### src/rtl/pipe_stall_ctrl.sv
// Central stall/flush sequencer for the 5-stage pipeline: resolves hazards,
// drains on HALT and counts stall cycles.
module pipe_stall_ctrl #(
  parameter int unsigned REG_ADDR_W   = 3,
  parameter int unsigned DRAIN_CYCLES = 3,
  parameter int unsigned STALL_CNT_W  = 16
) (
  input  logic                   clk,
  input  logic                   rst,
  input  logic [REG_ADDR_W-1:0]  id_rs,
  input  logic [REG_ADDR_W-1:0]  id_rt,
  input  logic                   id_rs_used,
  input  logic                   id_rt_used,
  input  logic                   ex_memrd,
  input  logic [REG_ADDR_W-1:0]  ex_rd,
  input  logic                   br_taken_ex,
  input  logic                   imem_stall,
  input  logic                   dmem_stall,
  input  logic                   halt_id,
  output logic                   en_pc,
  output logic                   en_ifid,
  output logic                   en_idex,
  output logic                   en_exmem,
  output logic                   en_memwb,
  output logic                   flush_ifid,
  output logic                   flush_idex,
  output logic                   flush_memwb,
  output logic                   halted,
  output logic [STALL_CNT_W-1:0] stall_cnt
);

  localparam int unsigned DRAIN_W = $clog2(DRAIN_CYCLES + 1);

  typedef enum logic [1:0] {
    S_RUN,
    S_DRAIN,
    S_HALTED
  } state_t;

  state_t             state;
  logic [DRAIN_W-1:0] drain_cnt;
  logic               load_use_c;
  logic               go_drain_c;

  // Load in EX writes a register the ID instruction is about to read.
  always_comb begin
    load_use_c = ex_memrd &
                 ((id_rs_used & (id_rs == ex_rd)) | (id_rt_used & (id_rt == ex_rd)));
    go_drain_c = (state == S_RUN) & halt_id & ~dmem_stall & ~br_taken_ex & ~load_use_c;
  end

  // Enables and bubbles are combinational so hazards resolve in the same cycle.
  always_comb begin
    en_pc       = 1'b0;
    en_ifid     = 1'b0;
    en_idex     = 1'b0;
    en_exmem    = 1'b0;
    en_memwb    = 1'b0;
    flush_ifid  = 1'b0;
    flush_idex  = 1'b0;
    flush_memwb = 1'b0;
    halted      = 1'b0;
    if (!rst) begin
      case (state)
        S_RUN: begin
          en_pc    = 1'b1;
          en_ifid  = 1'b1;
          en_idex  = 1'b1;
          en_exmem = 1'b1;
          en_memwb = 1'b1;
          if (dmem_stall) begin
            en_pc       = 1'b0;
            en_ifid     = 1'b0;
            en_idex     = 1'b0;
            en_exmem    = 1'b0;
            flush_memwb = 1'b1;
          end else if (br_taken_ex) begin
            flush_ifid = 1'b1;
            flush_idex = 1'b1;
          end else if (load_use_c) begin
            en_pc      = 1'b0;
            en_ifid    = 1'b0;
            flush_idex = 1'b1;
          end else if (imem_stall) begin
            en_pc      = 1'b0;
            flush_ifid = 1'b1;
          end
        end
        S_DRAIN: begin
          en_memwb = 1'b1;
          if (dmem_stall) begin
            flush_memwb = 1'b1;
          end else begin
            en_ifid    = 1'b1;
            en_idex    = 1'b1;
            en_exmem   = 1'b1;
            flush_ifid = 1'b1;
            flush_idex = 1'b1;
          end
        end
        S_HALTED: halted = 1'b1;
        default: ;
      endcase
    end
  end

  // Sequencer state, drain countdown and saturating stall counter.
  always_ff @(posedge clk) begin
    if (rst) begin
      state     <= S_RUN;
      drain_cnt <= '0;
      stall_cnt <= '0;
    end else begin
      case (state)
        S_RUN: begin
          if (!en_pc && (stall_cnt != '1))
            stall_cnt <= stall_cnt + STALL_CNT_W'(1);
          if (go_drain_c) begin
            state     <= S_DRAIN;
            drain_cnt <= DRAIN_W'(DRAIN_CYCLES);
          end
        end
        S_DRAIN: begin
          if (!dmem_stall) begin
            drain_cnt <= drain_cnt - DRAIN_W'(1);
            if (drain_cnt == DRAIN_W'(1))
              state <= S_HALTED;
          end
        end
        S_HALTED: ;
        default: state <= S_RUN;
      endcase
    end
  end

endmodule

### config.mk
export PLATFORM = sky130hd
export DESIGN_NAME = pipe_stall_ctrl
export DESIGN_NICKNAME = d
export VERILOG_FILES = /design/src/rtl/pipe_stall_ctrl.sv
export SDC_FILE = /design/constraint.sdc
export NUM_CORES = 1
export LEC_CHECK = 0
export ABC_CLOCK_PERIOD_IN_PS = 4700
export CORE_MARGIN = 2
export CORE_UTILIZATION = 35
export CTS_BUF_LIST = sky130_fd_sc_hd__clkbuf_4 sky130_fd_sc_hd__clkbuf_8 sky130_fd_sc_hd__clkbuf_16
export DETAILED_ROUTE_END_ITERATION = 16
export GPL_ROUTABILITY_DRIVEN = 0
export SLEW_MARGIN = 30
export SYNTH_ARGS = -nofsm -noshare
export SYNTH_HDL_FRONTEND = slang
export SYNTH_SLANG_ARGS = --single-unit
export TNS_END_PERCENT = 5
### constraint.sdc
create_clock -name clk -period 4.7 [get_ports clk]
set_input_delay 0.705 -clock clk [delete_from_list [all_inputs] [get_ports clk]]
set_output_delay 0.705 -clock clk [all_outputs]
set_load 0.1 [all_outputs]
# ---- After elaboration in Yosys (flattened, before gate mapping)
# Index checks and enable logic that the tools add are counted.
dict set report op_classes {
  n_addsub 2
  n_mul 0
  div_mod_pow 0
  magnitude_cmp 0
  eq_ne 9
  shift 0
  n_mux 39
  bitwise_logic 12
  reduce_logical 8
}
# op count
set ops {}
lappend ops {{$mux 1} 29}
lappend ops {{$add 16x1->16 const B} 1}
lappend ops {{$ne 16x16->1 const B} 1}
lappend ops {{$mux 2} 5}
lappend ops {{$and 1x1->1} 7}
lappend ops {{$eq 3x3->1} 2}
lappend ops {{$ne 2x2->1 const B} 3}
lappend ops {{$pmux 1 s2} 3}
lappend ops {{$pmux 2 s3} 1}
lappend ops {{$eq 2x1->1 const B} 2}
lappend ops {{$not 1->1} 4}
lappend ops {{$pmux 2 s2} 1}
lappend ops {{$reduce_and 4->1} 1}
lappend ops {{$reduce_and 3->1} 1}
lappend ops {{$eq 2x2->1 const B} 1}
lappend ops {{$logic_not 2->1} 1}
lappend ops {{$reduce_and 2->1} 1}
lappend ops {{$reduce_bool 2->1} 1}
lappend ops {{$reduce_or 2->1} 1}
lappend ops {{$sub 2x1->2 const B} 1}
lappend ops {{$logic_and 1x1->1} 1}
lappend ops {{$logic_not 1->1} 1}
lappend ops {{$or 1x1->1} 1}
dict set report word_totals {
  regBits 20
  latch_bits 0
  ram_bits 0
  romBits 0
  input_bits 18
  output_inout_bits 25
  word_cells 73
  memories 0
}

# ---- Logic depth before layout (Yosys ltp)
# Gate-level depths: netlist of run 1.
dict set report depth {
  ltp_word 12
  mapped_depth 8
  mapped_depth_nobuf 7
}

# ---- Worst setup path after synthesis of run 1
# Ideal clock, no wire load.
dict set report synth_path {
  kind {input -> output}
  start {input port rst}
  end {output port flush_idex}
  arrival_time_ns 5.454
  t_required_ns 3.995
  setup_slack_ns -1.459
  cell_stages 3
  n_path_buf 1
  path_cell_list {clkbuf_1 nor3_1 a21boi_0}
}
dict set report synth_between {
  elab_chain_len 1
}
# element line_no
set synth_rtl {}
lappend synth_rtl {{start: declaration} 9} ;# input logic rst,
lappend synth_rtl {{$mux 1} 63} ;# if (!rst) begin
lappend synth_rtl {{end: declaration} 26} ;# output logic flush_idex,
# No other way between the ends.

# ---- Worst setup path after layout of run 1
dict set report layout_path {
  start {input port ex_rd[0]}
  end {output port flush_ifid}
}
dict set report layout_between {
  elab_chain_len 9
  elab_cells_between_ends 11
  cone_classes {2 x eq/ne; 5 x mux; 4 x bitwise}
}
# element line_no
set layout_rtl {}
lappend layout_rtl {{start: declaration} 15} ;# input logic [REG_ADDR_W-1:0] ex_rd,
lappend layout_rtl {{$eq 3x3->1} 48} ;# ((id_rs_used & (id_rs == ex_rd)) | (id_rt_used & (id_rt == ex_rd)));
lappend layout_rtl {{$and 1x1->1} 48}
lappend layout_rtl {{$or 1x1->1 (*)} 48}
lappend layout_rtl {{$and 1x1->1 (*)} 47} ;# load_use_c = ex_memrd &
lappend layout_rtl {{$mux 1 (*)} 80} ;# end else if (load_use_c) begin
lappend layout_rtl {{$mux 1 (*)} 77} ;# end else if (br_taken_ex) begin
lappend layout_rtl {{$mux 1 (*)} 71} ;# if (dmem_stall) begin
lappend layout_rtl {{$pmux 1 s2 (*)} 64} ;# case (state)
lappend layout_rtl {{$mux 1 (*)} 63}
lappend layout_rtl {{end: declaration} 25} ;# output logic flush_ifid,
# Every way passes the cells marked *; elsewhere a longest branch is shown, timed or not.

==> qor.txt, run 1 <==
RUN STATUS
----------------------------------------------------------------------------------
Outcome ............................................................. finished, final reports clean

WORST SETUP PATH
----------------------------------------------------------------------------------
Critical Path Source Type ...........................................   input port
Required time at the worst-slack endpoint ...........................      3.99 ns
Setup crit end kind .................................................   output pin
Start-to-end type of the worst setup path ........................... input port to output pin
Signal arrival time at the worst endpoint ...........................      2.45 ns
Largest driver fanout on the critical path ..........................            3

YOSYS
----------------------------------------------------------------------------------
Syn Area/Cell .......................................................     8.51 µm²
Asr flop ratio synth ................................................           0%
Count of different cell masters after synthesis .....................           48
Synth warnings ......................................................            0
Yosys reg bits ......................................................           20
Cell type with the largest total area after synthesis ...............      dfxtp_1
Net count of the mapped netlist .....................................          169
Post-synthesis instance area ........................................     1270 µm²
Top cells by area, synth ............................................ dfxtp_1, nor2_1, xnor2_1
Number of flops mapped to enable cells by yosys .....................            0
Synthesized instance count ..........................................          149
Top_reg_cell synth ..................................................      dfxtp_1
Sequential fraction of the synthesis area ...........................        31.6%
Area share of the largest cell type after synthesis .................        31.6%

TIMING
----------------------------------------------------------------------------------
Fraction of the cycle the final worst path needs ....................        67.1%
Worst rel slew slack ................................................        34.3%
Final number of max-transition violations ...........................            0
Clk_skew ............................................................    0.0118 ns
Transition time at the pin with the least slew margin ...............     0.982 ns
Setup violations, final .............................................            0
Unrepaired setup endpoints after global routing .....................           no
TNS Setup ...........................................................         0 ns
Achievable frequency ................................................    0.317 GHz
Final hold viol count ...............................................            0
Final period demand of the worst path ...............................      3.15 ns

GLOBAL ROUTING
----------------------------------------------------------------------------------
GRT Residual Overflow ...............................................            0
Global-route wire length before repair ..............................      5410 µm
Antenna violations before repair ....................................            0
Largest net degree at the start of global routing ...................           30
GR Util All Layers ..................................................        16.3%
Number of global-route vias before repair ...........................         1172

CLOCKING
----------------------------------------------------------------------------------
Number of levels the H-tree was split into ..........................            1
Post-CTS Setup Bufs .................................................            0
Clock-pin transition on the worst setup and hold timing paths .......      0.12 ns
Skew-Pair Late Insertion Delay ......................................      0.31 ns
Maximum clock path buffer count .....................................            2
Root Buffer Master ..................................................     clkbuf_4
CTS tree ............................................................        built
Total clock sinks ...................................................           20
Number of CTS-inserted buffers ......................................            3
Number of hold-repair buffers added at the cts stage ................            0
Gates resized, CTS repair ...........................................            0

PLACEMENT
----------------------------------------------------------------------------------
Detail Placement HPWL ...............................................      2310 µm
Placed Instances ....................................................          230
Number of buffers added on ports ....................................           42

FLOORPLANNING
----------------------------------------------------------------------------------
Die Span X ..........................................................      64.2 µm
Die Footprint .......................................................     4120 µm²
Area of the placeable core ..........................................     3420 µm²
Effective utilization at floorplan ..................................        37.1%
I/O pin cnt .........................................................           43
Die Y-Extent ........................................................      64.2 µm
Std-Cell Rows .......................................................           21

LAYOUT
----------------------------------------------------------------------------------
Fraction of layout cells with a size suffix above 1 .................        15.4%
Number of nets in the finished design ...............................          209
Signed area change from the synthesized netlist to the final layout .        37.7%
Number of antenna repair diodes .....................................            0
Count of non-filler cells in the finished layout ....................          234

DETAILED ROUTING
----------------------------------------------------------------------------------
Average wire per standard cell ......................................      13.4 µm
Total wire length ...................................................      3130 µm
Via density per instance ............................................         5.27
Overall via count from detail_route .................................         1234
Number of iterations in the first detailed-routing pass .............            4
DRC viols ...........................................................            0
Violation count after the first detailed-routing iteration ..........           25
Number of nets still failing antenna checks after routing ...........            0

POWER
----------------------------------------------------------------------------------
IR drop worst, VDD ..................................................     0.191 mV
Ratio of total power to cell area ...................................   265 nW/µm²
Static leakage ......................................................     0.640 nW
Sum of internal, switching and leakage power ........................     0.462 mW

FLOW RUN
----------------------------------------------------------------------------------
Number of max-cap violations ........................................            0

HOLD PATH
----------------------------------------------------------------------------------
Min-Delay Path Class ................................................ flip-flop to flip-flop

state kept, by name, summed over array words and instances (netlist names):
name,cells
drain_cnt,2
stall_cnt,16
state,2
power breakdown:
| group | internal [mW] | switching (mW) |
|---|---|---|
| Sequential | 0.175 | 0.00663 |
| Clock | 0.0862 | 0.0590 |
| Combinational | 0.0429 | 0.0923 |
| Total | 0.305 | 0.158 |
placed cells by master, fill, tap and decap left out, types with 2 or more instances in the layout:
| cell type | count |
|---|---|
| clkdlybuf4s50_1 | 33 |
| dfxtp_1 | 20 |
| nor2_1 | 18 |
| buf_4 | 10 |
| nand2_1 | 9 |
| a21oi_1 | 9 |
| xnor2_1 | 6 |
| inv_1 | 5 |
| o31ai_1 | 5 |
| or4_1 | 5 |
| o21ai_0 | 4 |
| nand3_1 | 4 |
| nor2b_1 | 4 |
| or3_1 | 4 |
| and3_1 | 3 |
| nand4_1 | 3 |
| mux2_2 | 3 |
| o21a_1 | 3 |
| clkbuf_4 | 3 |
| and4_1 | 2 |
| nand2b_1 | 2 |
| o31a_1 | 2 |
| a31oi_1 | 2 |
| xor2_1 | 2 |
| nor3_1 | 2 |
| ha_1 | 2 |
path summary, 6_finish.rpt:
| kind | slack, ns | end | cells past startpoint | start |
|---|---|---|---|---|
| setup / recovery | 1.55 | flush_ifid | 7 | ex_rd[0] |
| hold / removal | 0.48 | drain_cnt[1]$_SDFFE_PP0P_ | 1 | drain_cnt[1]$_SDFFE_PP0P_ |
| setup reg to reg | 2.58 | stall_cnt[10]$_SDFFE_PP0P_ | 7 | stall_cnt[0]$_SDFFE_PP0P_ |
| hold reg to reg | 0.48 | drain_cnt[1]$_SDFFE_PP0P_ | 1 | drain_cnt[1]$_SDFFE_PP0P_ |
metrics by stage:
step	cell area, µm²	worst slack [ns]	utilization, %	hold slack (ns)
2_1_floorplan	1280	0.336	-	0.440
3_3_place_gp	1690	1.62	49.6	0.445
3_5_place_dp	1690	1.53	49.6	0.456
4_1_cts	1750	1.53	51.1	0.483
5_1_grt	1750	1.43	51.1	0.500
6_report	1750	1.55	51.1	0.481
area by class of cell:
type / count / area, µm²
Timing Repair Buffer: 43 / 405
Inverter: 6 / 22.5
Fill cell: 327 / 1670
Sequential cell: 20 / 400
Clock inverter: 1 / 30.0
Clock buffer: 3 / 22.5
Tap cell: 46 / 57.6
Multi-Input combinational cell: 115 / 807
logic make-up after synthesis:
family | count (synthesis) | synth area share, %
buffers and inverters | 14 | 5.63
adder cells (fa/ha/maj) | 2 | 1.97
flip-flops | 20 | 31.6
AND/OR/NAND/NOR | 64 | 28.9
AO/OA/AOI/OAI | 35 | 20.8
XOR/XNOR | 8 | 5.53
multiplexers | 6 | 5.53
routing by layer:
layer / up-vias / wire length, µm / global-route usage [%]
li1: 620 / - / -
met1: 563 / 1460 / 21.7
met2: 47 / 1380 / 25.5
met3: 4 / 263 / 3.70
met4: 0 / 26 / 6.12
met5: - / 0 / 0
worst max-delay path: stages:
cell,delay [ns]
clkdlybuf4s50_1,0.46
xnor2_1,0.15
and4_1,0.22
o21ai_0,0.30
o31a_1,0.19
o31a_1,0.14
buf_4,0.28
cell usage after synthesis (3+ instances only):
cell,instances
a21oi_1,9
and3_1,3
clkbuf_1,4
dfxtp_1,20
inv_1,5
mux2_2,3
nand2_1,9
nand3_1,4
nand4_1,3
nor2_1,18
nor2b_1,4
nor3_1,3
o21a_1,3
o21ai_0,4
o31ai_1,5
or3_1,4
or4_1,5
xnor2_1,6
No activity file was read; power rests on OpenSTA's default activity.
==> run 2, diff against run 1 <==
ABC_CLOCK_PERIOD_IN_PS = 3200   (was 4700)
clock period = 3.2 ns   (was 4.7 ns; I/O delays follow)
==> run 2 against run 1 <==
- cell count is the same
- hold slack improved by 0.0023 ns
- global-route usage is 0.39 points lower
- final area rose by 4.4%
- wire length down 2.4%
- sequential share of layout area down 0.98 points
- via count grew 0.24%
- critical endpoint unchanged
- highest routed layer unchanged
==> qor.txt, run 2 (synthesis gave the netlist of run 1 again) <==
TIMING
----------------------------------------------------------------------------------
Unrepaired setup endpoints after global routing .....................           no   unchanged
Setup violations, final .............................................            0   unchanged
Achievable frequency ................................................    0.366 GHz
Setup slack of the critical path after layout .......................     0.467 ns   was 1.55 ns
Worst rel slew slack ................................................        68.1%   was 34.3%
Transition time at the pin with the least slew margin ...............     0.478 ns   was 0.982 ns
Final number of max-transition violations ...........................            0   unchanged
Clk_skew ............................................................   0.00285 ns   was 0.0118 ns
Fraction of the cycle the final worst path needs ....................        85.4%
Worst Hold Margin ...................................................     0.484 ns   was 0.481 ns
Final period demand of the worst path ...............................      2.73 ns
Final hold viol count ...............................................            0   unchanged
TNS Setup ...........................................................         0 ns   unchanged

WORST SETUP PATH
----------------------------------------------------------------------------------
Required time at the worst-slack endpoint ...........................      2.72 ns   was 3.99 ns
Critical Path Source Type ...........................................   input port   unchanged
Largest driver fanout on the critical path ..........................            3   unchanged
Setup crit end kind .................................................   output pin   unchanged
Signal arrival time at the worst endpoint ...........................      2.25 ns   was 2.45 ns
Start-to-end type of the worst setup path ........................... input port to output pin   unchanged

DETAILED ROUTING
----------------------------------------------------------------------------------
Number of iterations in the first detailed-routing pass .............            4   unchanged
Average wire per standard cell ......................................      13.1 µm   was 13.4 µm
DRC viols ...........................................................            0   unchanged
Number of nets still failing antenna checks after routing ...........            0   unchanged
Total wire length ...................................................      3060 µm   was 3130 µm
Via density per instance ............................................         5.29   was 5.27
Violation count after the first detailed-routing iteration ..........           49   was 25
Overall via count from detail_route .................................         1237   was 1234

FLOORPLANNING
----------------------------------------------------------------------------------
Die Footprint .......................................................     4120 µm²   unchanged
Std-Cell Rows .......................................................           21   unchanged
Die Span X ..........................................................      64.2 µm   unchanged
Die Y-Extent ........................................................      64.2 µm   unchanged
I/O pin cnt .........................................................           43   unchanged
Effective utilization at floorplan ..................................        37.1%   unchanged
Area of the placeable core ..........................................     3420 µm²   unchanged

LAYOUT
----------------------------------------------------------------------------------
Number of nets in the finished design ...............................          209   unchanged
Count of non-filler cells in the finished layout ....................          234   unchanged
Fraction of the core area covered by cells at the end of the flow ...        53.4%   was 51.1%
Number of antenna repair diodes .....................................            0   unchanged
Most frequent cells in the layout ................................... dfxtp_1, nor2_1, clkdlybuf4s50_1, buf_4   was clkdlybuf4s50_1, dfxtp_1, nor2_1, buf_4
Signed area change from the synthesized netlist to the final layout .        43.8%   was 37.7%
Fraction of layout cells with a size suffix above 1 .................        25.0%   was 15.4%
Number of flip-flops under the largest register name ................           16   unchanged
Top reg by flops ....................................................    stall_cnt   unchanged
Largest regs ........................................................ stall_cnt x16, drain_cnt x2, state x2   unchanged
Leading cell type in the layout, fill and taps excluded .............      dfxtp_1   was clkdlybuf4s50_1

PLACEMENT
----------------------------------------------------------------------------------
Number of buffers added on ports ....................................           42   unchanged
Placed Instances ....................................................          230   unchanged
Post-Place Setup Slack ..............................................     0.447 ns   was 1.53 ns
Detail Placement HPWL ...............................................      2410 µm   was 2310 µm

RUN STATUS
----------------------------------------------------------------------------------
Outcome ............................................................. finished, final reports clean   unchanged

CLOCKING
----------------------------------------------------------------------------------
Number of CTS-inserted buffers ......................................            3   unchanged
Maximum clock path buffer count .....................................            2   unchanged
Gates resized, CTS repair ...........................................            0   unchanged
Number of hold-repair buffers added at the cts stage ................            0   unchanged
Post-CTS Setup Bufs .................................................            0   unchanged
Number of levels the H-tree was split into ..........................            1   unchanged
CTS tree ............................................................        built   unchanged
Total clock sinks ...................................................           20   unchanged
Clock-pin transition on the worst setup and hold timing paths .......      0.12 ns   about the same
Skew-Pair Late Insertion Delay ......................................      0.31 ns   about the same
Root Buffer Master ..................................................     clkbuf_4   unchanged

GLOBAL ROUTING
----------------------------------------------------------------------------------
Number of global-route vias before repair ...........................         1118   was 1172
GRT Residual Overflow ...............................................            0   unchanged
Largest net degree at the start of global routing ...................           27   was 30
GR Util All Layers ..................................................        15.9%   was 16.3%
Antenna violations before repair ....................................            0   unchanged
Global-route wire length before repair ..............................      5220 µm   was 5410 µm

FLOW RUN
----------------------------------------------------------------------------------
Number of max-cap violations ........................................            0   unchanged

POWER
----------------------------------------------------------------------------------
Ratio of total power to cell area ...................................   381 nW/µm²   was 265 nW/µm²
Static leakage ......................................................     0.704 nW   was 0.640 nW
IR drop worst, VDD ..................................................     0.310 mV   was 0.191 mV

HOLD PATH
----------------------------------------------------------------------------------
Min-Delay Path Class ................................................ flip-flop to flip-flop   unchanged

[run 2: changes by cell type in the layout (fill, tap and decap cells not counted)]
cell,change
a21boi_2,+1
buf_12,+9
clkdlybuf4s50_1,-16
a21boi_1,-1
buf_4,+7
o31a_2,+1
o31a_1,-1
[run 2: through the flow]
step | instance area (µm²) | power (mW)
after floorplan | 1280 | 0.419
after global placement | 1770 | 0.486
after detailed placement | 1770 | 0.492
after CTS | 1820 | 0.704
after global routing | 1820 | 0.728
final | 1820 | 0.695
[run 2: layout make-up]
| class | instances | area, µm² |
|---|---|---|
| multi-input cells | 115 | 812 |
| inverters | 6 | 22.5 |
| clock inverters | 1 | 30.0 |
| flip-flops and latches | 20 | 400 |
| clock buffers | 3 | 22.5 |
| well taps | 46 | 57.6 |
| fillers | 336 | 1590 |
| repair buffers | 43 | 478 |
[run 2: power breakdown]
part,leakage [nW],internal [mW],switching [mW]
sequential,0.162,0.258,0.0104
clock,0.0279,0.127,0.0845
combinational,0.514,0.0763,0.139
[run 2: worst paths after layout]
check | cells past startpoint | slack (ns) | startpoint | end
worst max register to register | 7 | 1.05 | stall_cnt[0]$_SDFFE_PP0P_ | stall_cnt[10]$_SDFFE_PP0P_
worst min register to register | 1 | 0.48 | drain_cnt[1]$_SDFFE_PP0P_ | drain_cnt[1]$_SDFFE_PP0P_
worst min-delay path | 1 | 0.48 | drain_cnt[1]$_SDFFE_PP0P_ | drain_cnt[1]$_SDFFE_PP0P_
worst max-delay path | 7 | 0.47 | ex_rd[0] | flush_ifid
[run 2: worst max-delay path, stage by stage]
cell,delay (ns)
clkdlybuf4s50_1,0.46
xnor2_1,0.15
and4_1,0.22
o21ai_0,0.35
o31a_2,0.23
o31a_1,0.19
buf_12,0.18
[run 2: routing by layer]
metal | vias up | track usage (%) | wire, µm
met1 | 585 | 20.6 | 1410
met5 | - | 0 | 0
met4 | 0 | 2.39 | 14
li1 | 630 | - | -
met3 | 2 | 4.23 | 112
met2 | 20 | 26.8 | 1530
